[config.mk]
export PLATFORM = sky130hd
export DESIGN_NAME = fifo_ctrl
export DESIGN_NICKNAME = d
export VERILOG_FILES = /design/src/rtl/fifo_ctrl.sv
export SDC_FILE = /design/constraint.sdc
export NUM_CORES = 1
export LEC_CHECK = 0
export BUFFER_PORTS_ARGS = -buffer_cell sky130_fd_sc_hd__buf_2
export CELL_PAD_IN_SITES_DETAIL_PLACEMENT = 0
export CELL_PAD_IN_SITES_GLOBAL_PLACEMENT = 2
export CORE_MARGIN = 5
export CORE_UTILIZATION = 25
export CTS_CLUSTER_DIAMETER = 80
export DETAILED_ROUTE_END_ITERATION = 16
export PLACE_DENSITY_LB_ADDON = 0.1
export SYNTH_ARGS = -nofsm -noshare
export SYNTH_HDL_FRONTEND = slang
export SYNTH_SLANG_ARGS = --single-unit
[constraint.sdc]
create_clock -name clk -period 2.15 [get_ports clk]
set_clock_uncertainty 0.2 [all_clocks]
set_input_delay 0.1075 -clock clk [delete_from_list [all_inputs] [get_ports clk]]
set_output_delay 0.1075 -clock clk [all_outputs]
set_load 0.01 [all_outputs]
[src/rtl/fifo_ctrl.sv]
// Pointer, occupancy and handshake control for the 8-entry x 32-bit FIFO.
// Drives the register file's one-hot write enables and the output mux read-select.
//
//   state    | meaning
//   ---------+--------------------------------------------------
//   INIT     | just out of reset, no request seen yet
//   NO_OP    | idle cycle, or write and read requested together
//   WRITE    | previous cycle's write accepted
//   WR_ERROR | previous cycle's write rejected, FIFO was full
//   READ     | previous cycle's read accepted
//   RD_ERROR | previous cycle's read rejected, FIFO was empty
module fifo_ctrl #(
   parameter int DEPTH = 8,
   parameter int PTR_W = 3,
   parameter int CNT_W = 4
) (
   input  logic             clk,
   input  logic             reset,
   input  logic             wr_en,
   input  logic             rd_en,
   output logic [DEPTH-1:0] we,
   output logic [PTR_W-1:0] rd_sel,
   output logic             rd_strobe,
   output logic             full,
   output logic             empty,
   output logic [CNT_W-1:0] data_count,
   output logic             wr_ack,
   output logic             wr_err,
   output logic             rd_ack,
   output logic             rd_err
);

   typedef enum logic [2:0] {
      INIT,
      NO_OP,
      WRITE,
      WR_ERROR,
      READ,
      RD_ERROR
   } state_t;

   state_t           state;
   logic [PTR_W-1:0] head;
   logic [PTR_W-1:0] tail;
   logic [CNT_W-1:0] count;
   logic             wr_only;
   logic             rd_only;
   logic             wr_go;
   logic             rd_go;

   assign full       = (count == CNT_W'(DEPTH));
   assign empty      = (count == '0);
   assign data_count = count;
   assign rd_sel     = head;

   assign wr_only = wr_en & ~rd_en;
   assign rd_only = rd_en & ~wr_en;
   assign wr_go   = wr_only & ~full;
   assign rd_go   = rd_only & ~empty;

   // Reset gates the enables so a write coinciding with reset never lands in the file.
   always_comb begin
      we = '0;
      if (wr_go && !reset) begin
         we[tail] = 1'b1;
      end
   end

   assign rd_strobe = rd_go & ~reset;

   always_ff @(posedge clk) begin
      if (reset) begin
         state <= INIT;
         head  <= '0;
         tail  <= '0;
         count <= '0;
      end else begin
         if (wr_only) begin
            state <= full ? WR_ERROR : WRITE;
         end else if (rd_only) begin
            state <= empty ? RD_ERROR : READ;
         end else begin
            state <= NO_OP;
         end

         if (wr_go) begin
            tail  <= tail + 1'b1;
            count <= count + 1'b1;
         end else if (rd_go) begin
            head  <= head + 1'b1;
            count <= count - 1'b1;
         end
      end
   end

   assign wr_ack = (state == WRITE);
   assign wr_err = (state == WR_ERROR);
   assign rd_ack = (state == READ);
   assign rd_err = (state == RD_ERROR);

endmodule

### After elaboration in Yosys (flattened, before gate mapping)

Index checks and enable logic that the tools add are counted.

| operators by class | value |
|---|---|
| magnitude comparators | 2 |
| bitwise operators | 11 |
| muxes and demuxes | 9 |
| add/subtract/negate cells | 4 |
| reductions and logical operators | 6 |
| equal/unequal tests | 5 |

Operators by type and width:

| cell | count |
|---|---|
| 4-bit two-way mux | 2 |
| 8-bit two-way mux | 1 |
| 3-bit by 1-bit adder with 3-bit output (second input constant) | 2 |
| 3-bit by 2-bit == test with 1-bit output (second input constant) | 2 |
| 3-bit == test (second input constant) | 2 |
| 3-bit two-way mux | 2 |
| 1-bit inverter | 6 |
| 1-bit AND | 5 |
| 4-bit by 1-bit adder with 4-bit output (second input constant) | 1 |
| 4-bit == test (second input constant) | 1 |
| 4-bit logical NOT | 1 |
| 3-bit by 4-bit less-than comparator with 1-bit output (second input constant) | 1 |
| 4-bit by 1-bit subtractor with 4-bit output (second input constant) | 1 |
| 1-bit demux with 3-bit select | 1 |
| 3-bit by 1-bit >= comparator with 1-bit output (second input constant) | 1 |
| 1-bit two-way mux | 3 |
| 1-bit logical AND | 2 |
| 2-bit AND reduction | 1 |
| 2-bit nonzero test | 1 |
| 1-bit logical NOT | 1 |

| storage, ports and cells | value |
|---|---|
| register bits | 13 |
| output and inout port bits | 22 |
| input bits | 4 |
| logic and storage cells | 41 |

### Longest topological paths before layout

| logic depth | value |
|---|---|
| word-level depth | 5 |
| mapped depth | 8 |
| depth with buffers taken out | 8 |

### Worst setup path before layout

OpenSTA, ideal clock, no wires.

| timing path | value |
|---|---|
| kind | register to register |
| start | register count[0], in the netlist data_count[0] |
| end | register count[3], in the netlist data_count[3] |
| data arrival time | 2190 ps |
| setup time | 123 ps |
| period minus slack after synthesis | 2514 ps |
| data required time | 1827 ps |
| slack | -364 ps |
| buffers on the path | 0 |
| stages on the path, launching flop included | 9 |
| cells stage by stage | dfxtp_1 > nor4b_4 > nor2_2 > inv_1 > ha_1 > a21o_1 > a21oi_1 > mux2i_1 > mux2_1 |

| between the ends | value |
|---|---|
| longest elaborated chain between the ends | 4 |
| elaborated cells on any way between the ends | 11 |
| those cells by class | 2 x add/sub; 1 x eq/ne; 2 x mux; 4 x bitwise; 2 x reduce/logical |

Ends and longest elaborated chain:

| item | line | RTL |
|---|---|---|
| from (decl) | 45 | `logic [CNT_W-1:0] count;` |
| from (signal assigned) | 88 | `count <= count + 1'b1;` |
| from (signal assigned) | 91 | `count <= count - 1'b1;` |
| 4-bit == test * | 51 | `assign full = (count == CNT_W'(DEPTH));` |
| net full | 24 | `output logic full,` |
| 1-bit inverter * | 58 | `assign wr_go = wr_only & ~full;` |
| 1-bit AND * | 58 |  |
| 4-bit two-way mux or 2-bit nonzero test (tied branches) | -- |  |

Mark *: on every way through the listed nets, which the timed path passes. The rest lies on a longest branch. The select of a mux whose other input is x is not followed.
A chain may end at the register's enable or synchronous reset.

### Worst setup path after layout

| timing path | value |
|---|---|
| start | register count[2], in the netlist data_count[2] |
| end | register count[3], in the netlist data_count[3] |

| between the ends | value |
|---|---|
| longest elaborated chain between the ends | 4 |
| elaborated cells on any way between the ends | 11 |
| those cells by class | 2 x add/sub; 1 x eq/ne; 2 x mux; 4 x bitwise; 2 x reduce/logical |

Ends and longest elaborated chain:

| item |
|---|
| branches (longest 4 deep; another with 4-bit by 1-bit subtractor with 4-bit output) |

Parallel ways; which one is timed is not known. The select of a mux whose other input is x is not followed.

==> reports/metrics.cfg <==
[sta]
finalCriticalPeriod_ns=2.117
fin_setup_tns_ns=0
rsz0062_at_grt=yes
slew_viol_final=0
tightest_slew_ns=0.3512
worst_slew_margin_rel_pct=76.59
finalCritPeriodShare_pct=98.46
setup_viol=0
max_freq_ghz=0.4724
final-hold-violation-count=0

[global_routing]
grt_remaining_overflow=0
grt_pass1_vias=647
grt_pass1_wl_um=2911
antenna_found_initial=0
grt_max_degree=18
track_usage_pct=8.884

[yosys]
synth_top_family_by_area=simple AND/OR/NAND/NOR gates
synth_xor_xnor_area_share_pct=8.263
syn_nets=88
async_reset_ff_share_pct=0
synth.distinct_cells=26
synth_ff_type=dfxtp_1
synthSimpleGateAreaFrac_pct=34.40
synth_top_cell_area_share_pct=35.08
ys_seq_area_share_pct=35.08
synth_edf_count=0
synth_mux_area_share_pct=5.565
avgSynthCellArea_um2=9.392
synth.cell_area_um2=742.0
synthAdderAreaFrac_pct=9.444
syn_inst=79
synth-seq-cells=13
ys_top_cells_by_area=dfxtp_1 (35%), nor2_1 (9.1%), xnor2_1 (8.3%), ha_1 (6.7%), mux2i_1 (4.0%)
ys_warn_count=0
post-synth-top-area-cell=dfxtp_1
synth_compound_area_share_pct=5.734

[die]
io_pins=26
initial_core_util_pct=26.45
dieArea_um2=4157
die_y_um=64.48
design.core.area_um2=2805
row_count=19
dieWidth_um=64.48

[finish]
fill_cells=297
design_area_um2=1015
mostFrequentLayoutCells=buf_2 (25), nor2_1 (18), dfxtp_1 (9)
final_common_cell=buf_2
drive_gt1_share_pct=43.86
ff_latch_area_um2=270.3
final_util_pct=36.17
final_cells=145
multiInputGateArea_um2=486.7
num_antenna_cells=0
area_delta_synth_final_pct=36.76
nNetsFinal=124

[status]
outcome=finished, final reports clean

[power_and_ir_drop]
clkPwrFrac_pct=16.1
swShare_pct=37.62
power_density_nw_per_um2=928.6
power.total_w=0.0009423
leakage_nw=0.4732
p_sw_w=0.0003545
cell_internal_pwr_w=0.0005878
combPwrFrac_pct=49.2
seqPwrFrac_pct=34.8
peakVddDrop_uv=350.8

[critical_path]
path_class=reg -> reg
arrival_ns=2.09
critPathCaptureType=register
required_ns=2.12
reg2reg_to=data_count[3]
worst-r2r-cell-count=8
r2r_slack_ns=0.03
worstPathMaxFanout=3
r2r_start=data_count[2]
start_kind=register

[clock_network]
cts.sinks=13
cts-root-buf=clkbuf_4
clk_latency_ns=0.28
cts_buffers=3
htreeDepth=1
ctsResizeCount=0
clk_transition_reported_paths_ns=0.09
postCtsSetupBuffers=0
cts_tree=yes
clock_path_buffers=2

[worst_hold_path]
hold_end=state[2]
hold_path_class=in -> reg
min_from=rd_en
hold_depth=3

[placement]
post_dp_cell_area_um2=977.2
dp_cells=140
place.port_buffers=25
gp_congestion=0.7909
dp_hpwl_um=1345

[route]
dr.first_iter.drc_count=10
drc=0
vias=650
via_per_inst=4.483
routedWlPerCell_um=11.62
routed_wirelength_um=1685
drtAntennaViolNets=0
drt-pass1-iter-count=2

[run]
maxCapViolations=0

## power by group through the flow
stage               Sequential, W  Clock (W)  Combinational (W)
finish                   0.000328   0.000151           0.000463
global route             0.000335   0.000179           0.000510
CTS                      0.000329   0.000159           0.000474
detailed placement       0.000335          0           0.000470
global placement         0.000334          0           0.000475
floorplan                0.000388          0           0.000259
## Yosys cell counts (2+ instances only)
cell / count
xnor2_1: 7
nor2_2: 2
nand2_1: 2
mux2i_1: 3
a21oi_1: 2
nand2b_1: 4
dfxtp_1: 13
nor2_1: 18
nor3_1: 3
and3b_1: 2
clkbuf_1: 2
ha_1: 4
nor3b_1: 4
## cell families (layout without fill, tap and decap cells)
kind of cell	count (synthesis)	count (layout)
AOI/OAI and AO/OA	6	6
xor gates and xnor gates	7	7
adders and majority gates	5	5
buffers and inverters	3	38
DFF	13	13
muxes	4	4
and+or+nand+nor	41	41
## worst max-delay path by stage
stage	start	end	slack, ns
6_report	data_count[2]	data_count[3]	0.03
3_5_place_dp	data_count[2]	data_count[3]	0.01
3_3_place_gp	data_count[2]	data_count[3]	0.05
5_1_grt	data_count[2]	data_count[3]	-0.05
4_1_cts	data_count[2]	data_count[3]	0.006
2_1_floorplan	data_count[1]	data_count[3]	-0.15
## critical path, stage by stage (launching register included)
cell and delay, ns:
dfxtp_4 0.35, nor4b_4 0.30, nor2_2 0.07, inv_2 0.09
ha_4 0.20, a21o_1 0.16, a21oi_2 0.12, mux2i_1 0.20
mux2_1 0.33
## metrics by stage
step / hold slack, ns / setup WS [ns]
after floorplan: 0.1440 / -0.1518
after global placement: 0.2732 / 0.04772
after detailed placement: 0.2834 / 0.01320
after CTS: 0.02541 / 0.006290
after global routing: 0.04794 / -0.05197
final: 0.03178 / 0.03312
## flip-flops by register name (all words and copies together) (netlist names)
name and count:
data_count 4, rd_sel 3, state 3, tail 3
## metal layers
metal  global-route usage [%]  vias to the layer above  share of wire, %
met3                    2.418                        2               5.9
met5                        0                        -                 0
li1                         -                      341                 -
met2                    14.30                       17                47
met4                    4.749                        0               1.1
met1                    10.79                      290                46
## layout make-up
type,instances,share of cell area (%)
well taps,31,3.822
flip-flops and latches,13,26.63
repair buffers,33,18.50
clock inverters,1,0.4932
multi-input cells,63,47.97
clock buffers,3,2.219
inverters,1,0.3699
## what timing repair did
| item | 4_1_cts | 5_1_grt |
|---|---|---|
| endpoints found under the hold margin | 5 | 0 |
| endpoints found under the setup margin | 0 | 1 |
| hold buffers | 1 | 0 |
No activity file was read; power rests on OpenSTA's default activity.
